===== config.mk =====
export PLATFORM = sky130hd
export DESIGN_NAME = axis_upsample2x_line
export DESIGN_NICKNAME = d
export VERILOG_FILES = /design/src/rtl/axis_upsample2x_line.sv
export SDC_FILE = /design/constraint.sdc
export NUM_CORES = 1
export LEC_CHECK = 0
export CORE_ASPECT_RATIO = 0.6
export CORE_MARGIN = 10
export CORE_UTILIZATION = 45
export CTS_BUF_LIST = sky130_fd_sc_hd__clkbuf_8 sky130_fd_sc_hd__clkbuf_16
export DETAILED_ROUTE_END_ITERATION = 6
export PLACE_DENSITY = 0.62
export SLEW_MARGIN = 30
export SYNTH_ARGS = -nofsm -noshare
export SYNTH_HDL_FRONTEND = slang
export SYNTH_SLANG_ARGS = --single-unit
export TNS_END_PERCENT = 30

===== constraint.sdc =====
create_clock -name clk -period 3.5 [get_ports clk]
set_input_delay 0.875 -clock clk [delete_from_list [all_inputs] [get_ports clk]]
set_output_delay 0.875 -clock clk [all_outputs]
set_load 0.02 [all_outputs]

===== src/rtl/axis_upsample2x_line.sv =====
// axis_upsample2x_line
// 2x nearest-neighbour upsampler for an AXI-Stream pixel stream.
// Each input row of LINE_WIDTH pixels becomes two output rows of
// 2*LINE_WIDTH pixels. The first output row is produced while the input
// row arrives (S_FILL). The second output row is replayed from a line
// buffer (S_REPEAT).
// Optional feature macro: UPS_TLAST_CHECK_EN. When it is defined,
// err_tlast becomes a sticky flag for s_axis_tlast seen on a column other
// than the last one. When it is undefined, err_tlast is tied to 0.

module axis_upsample2x_line #(
    parameter int DATA_WIDTH = 32,
    parameter int LINE_WIDTH = 4
) (
    input  logic                  clk,
    input  logic                  aresetn,
    input  logic [DATA_WIDTH-1:0] s_axis_tdata,
    input  logic                  s_axis_tvalid,
    input  logic                  s_axis_tlast,
    output logic                  s_axis_tready,
    output logic [DATA_WIDTH-1:0] m_axis_tdata,
    output logic                  m_axis_tvalid,
    output logic                  m_axis_tlast,
    input  logic                  m_axis_tready,
    output logic                  err_tlast
);

    localparam int COL_W = (LINE_WIDTH > 1) ? $clog2(LINE_WIDTH) : 1;
    localparam logic [COL_W-1:0] LAST_COL = COL_W'(LINE_WIDTH - 1);

    typedef enum logic {
        S_FILL,
        S_REPEAT
    } state_t;

    state_t                r_state;
    logic [COL_W-1:0]      r_col;
    logic                  r_phase;
    logic                  r_rowDone;
    logic                  r_lastRec;
    logic                  r_rstDone;
    logic [DATA_WIDTH-1:0] r_tdata;
    logic                  r_tvalid;
    logic                  r_tlast;
    logic [DATA_WIDTH-1:0] r_buf [LINE_WIDTH];

    logic                  w_sHs;
    logic                  w_mHs;
    logic [COL_W-1:0]      w_nextCol;
    logic                  w_sReady;

    // Input is taken only after reset has been released for one edge, only
    // while filling, never once the last column of the row is held (the row
    // must be replayed first), and only when the output register is empty
    // or its second copy is leaving this cycle.
    always_comb begin
        w_sReady = 1'b0;
        if (r_rstDone && (r_state == S_FILL) && !r_rowDone) begin
            w_sReady = !r_tvalid || (r_phase && m_axis_tready);
        end
    end

    assign s_axis_tready = w_sReady;
    assign w_sHs         = s_axis_tvalid && w_sReady;
    assign w_mHs         = r_tvalid && m_axis_tready;

    // Column wrap; also keeps the replay index inside the buffer when
    // LINE_WIDTH is not a power of two.
    always_comb begin
        w_nextCol = r_col + 1'b1;
        if (r_col == LAST_COL) begin
            w_nextCol = '0;
        end
    end

    assign m_axis_tdata  = r_tdata;
    assign m_axis_tvalid = r_tvalid;
    assign m_axis_tlast  = r_tlast;

    // Line buffer: written once per accepted pixel; holds stale data across
    // reset, which is harmless because every row is refilled before replay.
    always_ff @(posedge clk) begin
        if (w_sHs) begin
            r_buf[r_col] <= s_axis_tdata;
        end
    end

    // Main FSM: fill-and-emit, then replay the stored row, each pixel twice.
    always_ff @(posedge clk or negedge aresetn) begin
        if (!aresetn) begin
            r_state   <= S_FILL;
            r_col     <= '0;
            r_phase   <= 1'b0;
            r_rowDone <= 1'b0;
            r_lastRec <= 1'b0;
            r_rstDone <= 1'b0;
            r_tdata   <= '0;
            r_tvalid  <= 1'b0;
            r_tlast   <= 1'b0;
        end else begin
            r_rstDone <= 1'b1;
            case (r_state)
                S_FILL: begin
                    if (w_sHs) begin
                        r_tdata  <= s_axis_tdata;
                        r_tvalid <= 1'b1;
                        r_phase  <= 1'b0;
                        r_col    <= w_nextCol;
                        if (r_col == LAST_COL) begin
                            r_rowDone <= 1'b1;
                            r_lastRec <= s_axis_tlast;
                        end
                    end else if (w_mHs) begin
                        if (!r_phase) begin
                            r_phase <= 1'b1;
                        end else if (r_rowDone) begin
                            r_state   <= S_REPEAT;
                            r_rowDone <= 1'b0;
                            r_phase   <= 1'b0;
                            r_tdata   <= r_buf[0];
                        end else begin
                            r_tvalid <= 1'b0;
                        end
                    end
                end
                S_REPEAT: begin
                    if (w_mHs) begin
                        if (!r_phase) begin
                            r_phase <= 1'b1;
                            if (r_col == LAST_COL) begin
                                r_tlast <= r_lastRec;
                            end
                        end else if (r_col == LAST_COL) begin
                            r_state   <= S_FILL;
                            r_col     <= '0;
                            r_phase   <= 1'b0;
                            r_tvalid  <= 1'b0;
                            r_tlast   <= 1'b0;
                            r_lastRec <= 1'b0;
                        end else begin
                            r_col   <= w_nextCol;
                            r_phase <= 1'b0;
                            r_tdata <= r_buf[w_nextCol];
                        end
                    end
                end
                default: begin
                    r_state <= S_FILL;
                end
            endcase
        end
    end

`ifdef UPS_TLAST_CHECK_EN
    logic r_err;

    // Sticky framing error: tlast on any accepted pixel but the last column.
    always_ff @(posedge clk or negedge aresetn) begin
        if (!aresetn) begin
            r_err <= 1'b0;
        end else if (w_sHs && s_axis_tlast && (r_col != LAST_COL)) begin
            r_err <= 1'b1;
        end
    end

    assign err_tlast = r_err;
`else
    assign err_tlast = 1'b0;
`endif

endmodule


Word level (Yosys, flattened, before mapping)
Memory sizes are Yosys's and may differ from the RTL's.
Cells that the tools add are included.
Word-level totals
  register bits after elaboration: 41
  bits in writable memories: 128
  output and inout port bits: 36
  logic and storage cells: 90
  memories: 1
Memories
  r_buf: words 4, width 32, read ports 2, clocked after Yosys merged registers in 0, write ports 1, RTL line 45  | logic [DATA_WIDTH-1:0] r_buf [LINE_WIDTH];
Operators by class
  $add $sub $neg: 1
  eq/ne operators: 12
  muxes and demuxes: 49
  bitwise logic cells: 1
  reduce and logical (&&, ||, !) cells: 17
Operators by type and width (number)
  $mux W32: 7
  $pmux W32 S2: 1
  $mux W1: 31
  $ne A3 B3 Y1 const B: 4
  $reduce_and A6 Y1: 2
  $mux W2: 5
  $ne A2 B1 Y1 const B: 5
  $pmux W1 S2: 4
  $reduce_and A3 Y1: 2
  $logic_and A1 B1 Y1: 5
  $reduce_and A5 Y1: 1
  $ne A2 B2 Y1 const B: 2
  $pmux W2 S2: 1
  $reduce_and A4 Y1: 1
  $reduce_bool A2 Y1: 2
  $add A2 B1 Y2 const B: 1
  $eq A2 B2 Y1 const B: 1
  $logic_not A1 Y1: 2
  $reduce_and A2 Y1: 1
  $logic_or A1 B1 Y1: 1
  $not A1 Y1: 1

Longest topological paths before layout
Gate-level depths: netlist (run 1).
  word-level depth: 7
  depth in mapped cells: 11

Least setup slack after synthesis (run 1)
Ideal clock, no wire load.
  path kind: input-to-reg
  from: in s_axis_tvalid
  to: mem r_buf[3][0] (enable)
  library setup time: 0.423 ns
  arrival time: 2.696 ns
  required time: 3.077 ns
  setup slack: 0.381 ns
  cell stages on the path: 4
  buffers on the path: 1
  cell sequence: nand4bb_1 nand2b_1 buf_4 nor2_1
On the way
  longest elaborated chain between the ends: 3
RTL lines
  start: declaration: RTL line 18  | input logic s_axis_tvalid,
  $logic_and A1 B1 Y1: RTL line 64  | assign w_sHs = s_axis_tvalid && w_sReady;
  $mux W1: RTL line 83  | if (w_sHs) begin
  $mux W1 (implied by the code): RTL line 84  | r_buf[r_col] <= s_axis_tdata;
  end: declaration: RTL line 45
No other way between the ends.

Worst setup path after layout (run 1)
  from: in m_axis_tready
  to: out s_axis_tready
On the way
  longest elaborated chain between the ends: 3
RTL lines
  start: declaration: RTL line 24  | input logic m_axis_tready,
  $logic_and A1 B1 Y1: RTL line 59  | w_sReady = !r_tvalid || (r_phase && m_axis_tready);
  $logic_or A1 B1 Y1: RTL line 59
  $mux W1: RTL line 58  | if (r_rstDone && (r_state == S_FILL) && !r_rowDone) begin
  end: declaration: RTL line 20  | output logic s_axis_tready,
No other way between the ends.

==> impl_metrics.json, run 1 <==
{
  "ys_ff_latch": 169,
  "synth_top_area_share_pct": 53.9,
  "skew_ns": 0.00978,
  "finalHoldViolCount": 0,
  "portBuffers": 71,
  "r2r_end": "m_axis_tdata[3]",
  "crit_end": "s_axis_tready",
  "start_util_pct": 46.2,
  "wl_per_cell_um": 21.0,
  "yosysUniqueCellTypes": 40,
  "gp_congestion": 0.737,
  "setup_tns_ns": 0,
  "synthArstFlopShare_pct": 24.3,
  "gr-total-overflow": 0,
  "synth_warnings": 0,
  "finalMaxSlewViolations": 0,
  "crit_path_start_kind": "primary input",
  "dr.pass1.iters": 5,
  "drive_gt1_share_pct": 17.2,
  "yosys_most_used_dff": "edfxtp_1",
  "startpoint": "m_axis_tready",
  "ios": 73,
  "antenna_left": 0,
  "clock_latency_ns": 0.42,
  "yosys.area.top_type": "edfxtp_1",
  "totalWireLength_um": 17100,
  "cp.required_ns": 2.62,
  "holdBufCountCts": 0,
  "worst-path-max-fanout": 5,
  "max_freq_mhz": 311,
  "coreArea_um2": 15500,
  "netlist_top_cells_area": "edfxtp_1, dfrtp_1, mux2_2",
  "grt_max_degree": 35,
  "drv_cap": 0,
  "cts_tree": "built",
  "die-area_um2": 21500,
  "drtIter0Drc": 422,
  "finalSetupViolations": 0,
  "grt_pass1_wl_um": 27200,
  "area_growth_pct": 21.4,
  "timing.rr.start": "r_col[0]",
  "diodes": 0,
  "drc_errors": 0,
  "crit_path_end_kind": "output pin",
  "r2r_cells": 8,
  "regToRegSetupSlack_ns": 1.06,
  "die_h_um": 118,
  "seq_area_frac_synth_pct": 68.2,
  "critical_path_class": "primary input to output pin",
  "clockBufferDepth": 2,
  "status": "finished clean",
  "rsz0062_at_grt": "false",
  "clk_pin_slew_ns": 0.07,
  "synthCells": 523,
  "synth_area_per_cell_um2": 13.6,
  "rows": 35,
  "antenna_found_initial": 0,
  "grt_pass1_vias": 4803,
  "vias": 4645,
  "hpwl_um": 10500,
  "cts_num_sinks": 169,
  "post-route-min-period_ns": 3.22,
  "cts_resized": 0,
  "post_cts_buffers": 0,
  "ir_drop_uv": 381,
  "nets": 639,
  "critPathArrivalTime_ns": 2.34,
  "synth_edf_count": 128,
  "p_leak_nw": 3.01,
  "syn_nets": 564,
  "tightest_slew_ns": 0.546,
  "htree_levels": 4,
  "timing.final.crit_share_pct": 91.9,
  "numCtsBuffers": 17,
  "hold_path_class": "primary input to async pin",
  "relSlewSlack_pct": 63.6,
  "viasPerCell": 5.71,
  "die_w_um": 183,
  "p_per_area_nw_per_um2": 838,
  "cts_root_buf": "clkbuf_16",
  "synth.cell_area_um2": 7140,
  "track_usage_pct": 16.1,
  "total_power_mw": 7.26
}
-- worst min-delay path by stage --
stage                       startpoint               to  slack (ns)  cells after the start
final                          aresetn  m_axis_tdata[4]        0.33                      1
after global routing           aresetn  m_axis_tdata[4]        0.32                      1
after CTS                      aresetn  m_axis_tdata[4]        0.32                      1
after detailed placement  m_axis_tlast     m_axis_tlast        0.48                      2
after global placement    m_axis_tlast     m_axis_tlast        0.47                      2
after floorplan              r_lastRec        r_lastRec        0.47                      1
-- sequential cells by signal (all words and copies together) (netlist names) --
| signal | flops |
|---|---|
| m_axis_tdata | 32 |
| m_axis_tlast | 1 |
| m_axis_tvalid | 1 |
| r_buf | 128 |
| r_col | 2 |
| r_lastRec | 1 |
| r_phase | 1 |
| r_rowDone | 1 |
| r_rstDone | 1 |
| r_state | 1 |
-- kinds of logic (layout without fill, tap and decap cells) --
kind of cell / count (synthesis) / in the layout / synth area share, %
simple gates: 124 / 124 / 8.26
flops: 169 / 169 / 68.2
compound gates: 116 / 116 / 10.4
fa+ha+maj: 4 / 4 / 0.701
other cells: 2 / 2 / 0.105
mux: 57 / 57 / 8.63
buf+inv: 51 / 139 / 3.66
-- worst max-delay path, cell delays in order --
cell             delay, ns
clkdlybuf4s50_1       0.55
a21bo_2               0.17
and3_1                0.14
clkdlybuf4s50_1       0.61
-- final cells by class --
cell class	instances	area, µm²
Clock buffer	17	425
Clock inverter	15	104
Fill cell	1246	6800
Inverter	12	45.0
Multi-Input combinational cell	303	2040
Sequential cell	169	4870
Tap cell	203	254
Timing Repair Buffer	95	923
-- stage by stage --
stage | std cells | hold WS [ns] | setup WS (ns) | area, µm² | util [%]
floorplan | 523 | 0.467 | 0.381 | 7140 | -
global placement | 782 | 0.467 | 0.286 | 8130 | 52.6
detailed placement | 782 | 0.482 | 0.283 | 8130 | 52.6
CTS | 814 | 0.318 | 0.285 | 8660 | 56.0
global route | 814 | 0.324 | 0.226 | 8660 | 56.0
finish | 814 | 0.329 | 0.282 | 8660 | 56.0
-- cell usage after synthesis, types with 2 or more instances --
master / instances
a21oi_1: 26
a31oi_1: 7
a41oi_1: 24
and2_1: 3
buf_1: 3
buf_2: 11
buf_4: 7
buf_6: 4
clkbuf_1: 14
conb_1: 2
dfrtp_1: 41
edfxtp_1: 128
ha_1: 4
inv_1: 11
mux2_2: 32
mux2i_1: 24
nand2_1: 45
nand2b_1: 4
nand3_1: 25
nor2_1: 7
nor3_1: 25
o21ai_0: 34
o21ai_1: 12
o221a_2: 7
or2_1: 2
or3_1: 7
-- power breakdown --
part | internal, mW | switching [mW] | total [mW] | leakage (nW)
combinational | 1.22 | 1.65 | 2.87 | 1.13
clock | 0.906 | 0.786 | 1.69 | 0.256
sequential | 2.50 | 0.193 | 2.70 | 1.62
total | 4.62 | 2.63 | 7.26 | 3.01
-- routing by layer --
layer / routed length (µm) / GRT usage (%) / vias to the layer above
met1: 7850 / 22.2 / 2315
li1: - / - / 2137
met2: 7820 / 24.7 / 180
met3: 1300 / 3.99 / 13
met5: 0 / 0 / -
met4: 131 / 4.20 / 0
-- cells in the final DEF, fill, tap and decap left out, types with 5 or more instances in the layout --
cell and count:
nor2_1 5, nand2_1 45, o221a_2 7, nand3_1 25, clkbuf_16 17, o21ai_1 12, mux2i_1 24, o21ai_0 34
mux2_2 32, a21oi_1 25, or3_1 7, a31oi_1 7, clkdlybuf4s50_1 70, dfrtp_1 40, a41oi_1 24, nor3_1 25
inv_1 13, edfxtp_1 128, buf_4 21
Power figures use the tool's default switching activity.
==> run 2, diff against run 1 <==
--- a/config.mk
+++ b/config.mk
@@ -9,6 +9,7 @@
 export CORE_MARGIN = 10
 export CORE_UTILIZATION = 45
 export CTS_BUF_LIST = sky130_fd_sc_hd__clkbuf_8 sky130_fd_sc_hd__clkbuf_16
+export CTS_CLUSTER_SIZE = 28
 export DETAILED_ROUTE_END_ITERATION = 6
 export PLACE_DENSITY = 0.62
 export SLEW_MARGIN = 30
==> results of run 2 <==
No change in the layout: final DEF, timing and power equal those of run 1.
==> run 3, diff against run 2 <==
--- a/config.mk
+++ b/config.mk
@@ -6,7 +6,7 @@
 export NUM_CORES = 1
 export LEC_CHECK = 0
 export CORE_ASPECT_RATIO = 0.6
-export CORE_MARGIN = 10
+export CORE_MARGIN = 3
 export CORE_UTILIZATION = 45
 export CTS_BUF_LIST = sky130_fd_sc_hd__clkbuf_8 sky130_fd_sc_hd__clkbuf_16
 export CTS_CLUSTER_SIZE = 28
==> impl_metrics.json, run 3 (same netlist as run 1, synthesis figures left out) <==
{
  "die_h_um": 104,
  "tightest_slew_ns": 0.779,
  "track_usage_pct": 20.2,
  "fin_area_um2": 8730,
  "crit_path_start_kind": "primary input",
  "total_power_mw": 7.55,
  "top_register": "r_buf",
  "drive_gt1_share_pct": 16.2,
  "setup_ws_ns": 0.277,
  "numPlacedInstances": 770,
  "max_freq_mhz": 310,
  "final_util_pct": 58.3,
  "totalWireLength_um": 16900,
  "hpwl_um": 9960,
  "clockBufferDepth": 2,
  "gp_congestion": 0.735,
  "fillCellCount": 1176,
  "drtIter0Drc": 392,
  "nets": 632,
  "r2r_cells": 7,
  "crit_path_end_kind": "output pin",
  "die_w_um": 169,
  "status": "finished clean",
  "grt_pass1_vias": 4749,
  "diodes": 0,
  "worstHoldStart": "m_axis_tlast",
  "setup_tns_ns": 0,
  "htree_levels": 4,
  "critical_path_class": "primary input to output pin",
  "worst-path-max-fanout": 5,
  "finalSetupViolations": 0,
  "ios": 73,
  "portBuffers": 71,
  "rsz0062_at_grt": "false",
  "antenna_left": 0,
  "hold_path_class": "flop to flop",
  "wl_per_cell_um": 21.1,
  "regArea_um2": 4870,
  "mostFrequentLayoutCells": "edfxtp_1, clkdlybuf4s50_1, nand2_1",
  "antenna_found_initial": 0,
  "finalHoldViolCount": 0,
  "cts_tree": "built",
  "holdWs_ns": 0.482,
  "grt_max_degree": 50,
  "multi_input_comb_area_um2": 2040,
  "finalMaxSlewViolations": 0,
  "timing.final.crit_share_pct": 92.1,
  "cp.required_ns": 2.62,
  "dpl_worst_slack_ns": 0.282,
  "vias": 4605,
  "numCtsBuffers": 17,
  "gr-total-overflow": 0,
  "post-route-min-period_ns": 3.22,
  "startpoint": "m_axis_tready",
  "grt_pass1_wl_um": 27100,
  "relSlewSlack_pct": 48.1,
  "clk_pin_slew_ns": 0.07,
  "skew_ns": 0.0104,
  "coreArea_um2": 15000,
  "stdcell_count": 802,
  "cts_num_sinks": 169,
  "area_growth_pct": 22.3,
  "final_common_cell": "edfxtp_1",
  "r2r_end": "m_axis_tdata[12]",
  "p_leak_nw": 3.03,
  "timing.rr.start": "r_col[0]",
  "viasPerCell": 5.74,
  "holdBufCountCts": 0,
  "cts_resized": 0,
  "ir_drop_uv": 482,
  "placed_area_um2": 8100,
  "drc_errors": 0,
  "regToRegSetupSlack_ns": 0.87,
  "die-area_um2": 17500,
  "dr.pass1.iters": 5,
  "crit_end": "s_axis_tready",
  "largest_reg_flops": 128,
  "cts_root_buf": "clkbuf_16",
  "drv_cap": 0,
  "rows": 34,
  "p_per_area_nw_per_um2": 865,
  "critPathArrivalTime_ns": 2.35,
  "start_util_pct": 47.7,
  "post_cts_buffers": 0,
  "clock_latency_ns": 0.42
}
==> run 3: cell types whose count changed in the layout (fill, tap and decap cells not counted), sizes merged <==
cell	change
clkinvlp	-2
bufinv	+4
clkinv	-2
buf	-7
==> run 3: how the worst min path moves through the flow <==
stage              endpoint  slack, ns  cells past startpoint
6_report       m_axis_tlast       0.48                      2
4_1_cts        m_axis_tlast       0.49                      2
2_1_floorplan     r_lastRec       0.47                      1
3_5_place_dp   m_axis_tlast       0.47                      2
3_3_place_gp   m_axis_tlast       0.47                      2
5_1_grt        m_axis_tlast       0.51                      2
==> run 3: area by class of cell <==
cell class	instances	share of cell area, %
clock inverter	15	2.32
tap	198	2.84
multi-input combinational	303	23.4
clock buffer	17	4.88
timing repair buffer	88	10.3
sequential	169	55.8
inverter	12	0.516
==> run 3: power breakdown <==
| group | total [mW] | internal (mW) | switching (mW) |
|---|---|---|---|
| logic | 2.81 | 1.20 | 1.61 |
| clock network | 2.00 | 1.20 | 0.795 |
| registers | 2.74 | 2.50 | 0.241 |
| total | 7.55 | 4.90 | 2.64 |
==> run 3: per-layer routing <==
layer  vias to the layer above  wire length [µm]  part of all wire, %  GRT usage [%]
li1                       2118                 -                    -              -
met1                      2338              8180                   48           29.9
met2                       141              7760                   46           30.4
met3                         8               847                  5.0           3.77
met4                         0               119                 0.70           6.19
met5                         -                 0                    0              0
==> run 3: worst max-delay path, stage by stage <==
cell and delay (ns):
clkdlybuf4s50_1 0.54, a21bo_2 0.17, and3_1 0.17, clkdlybuf4s50_1 0.60
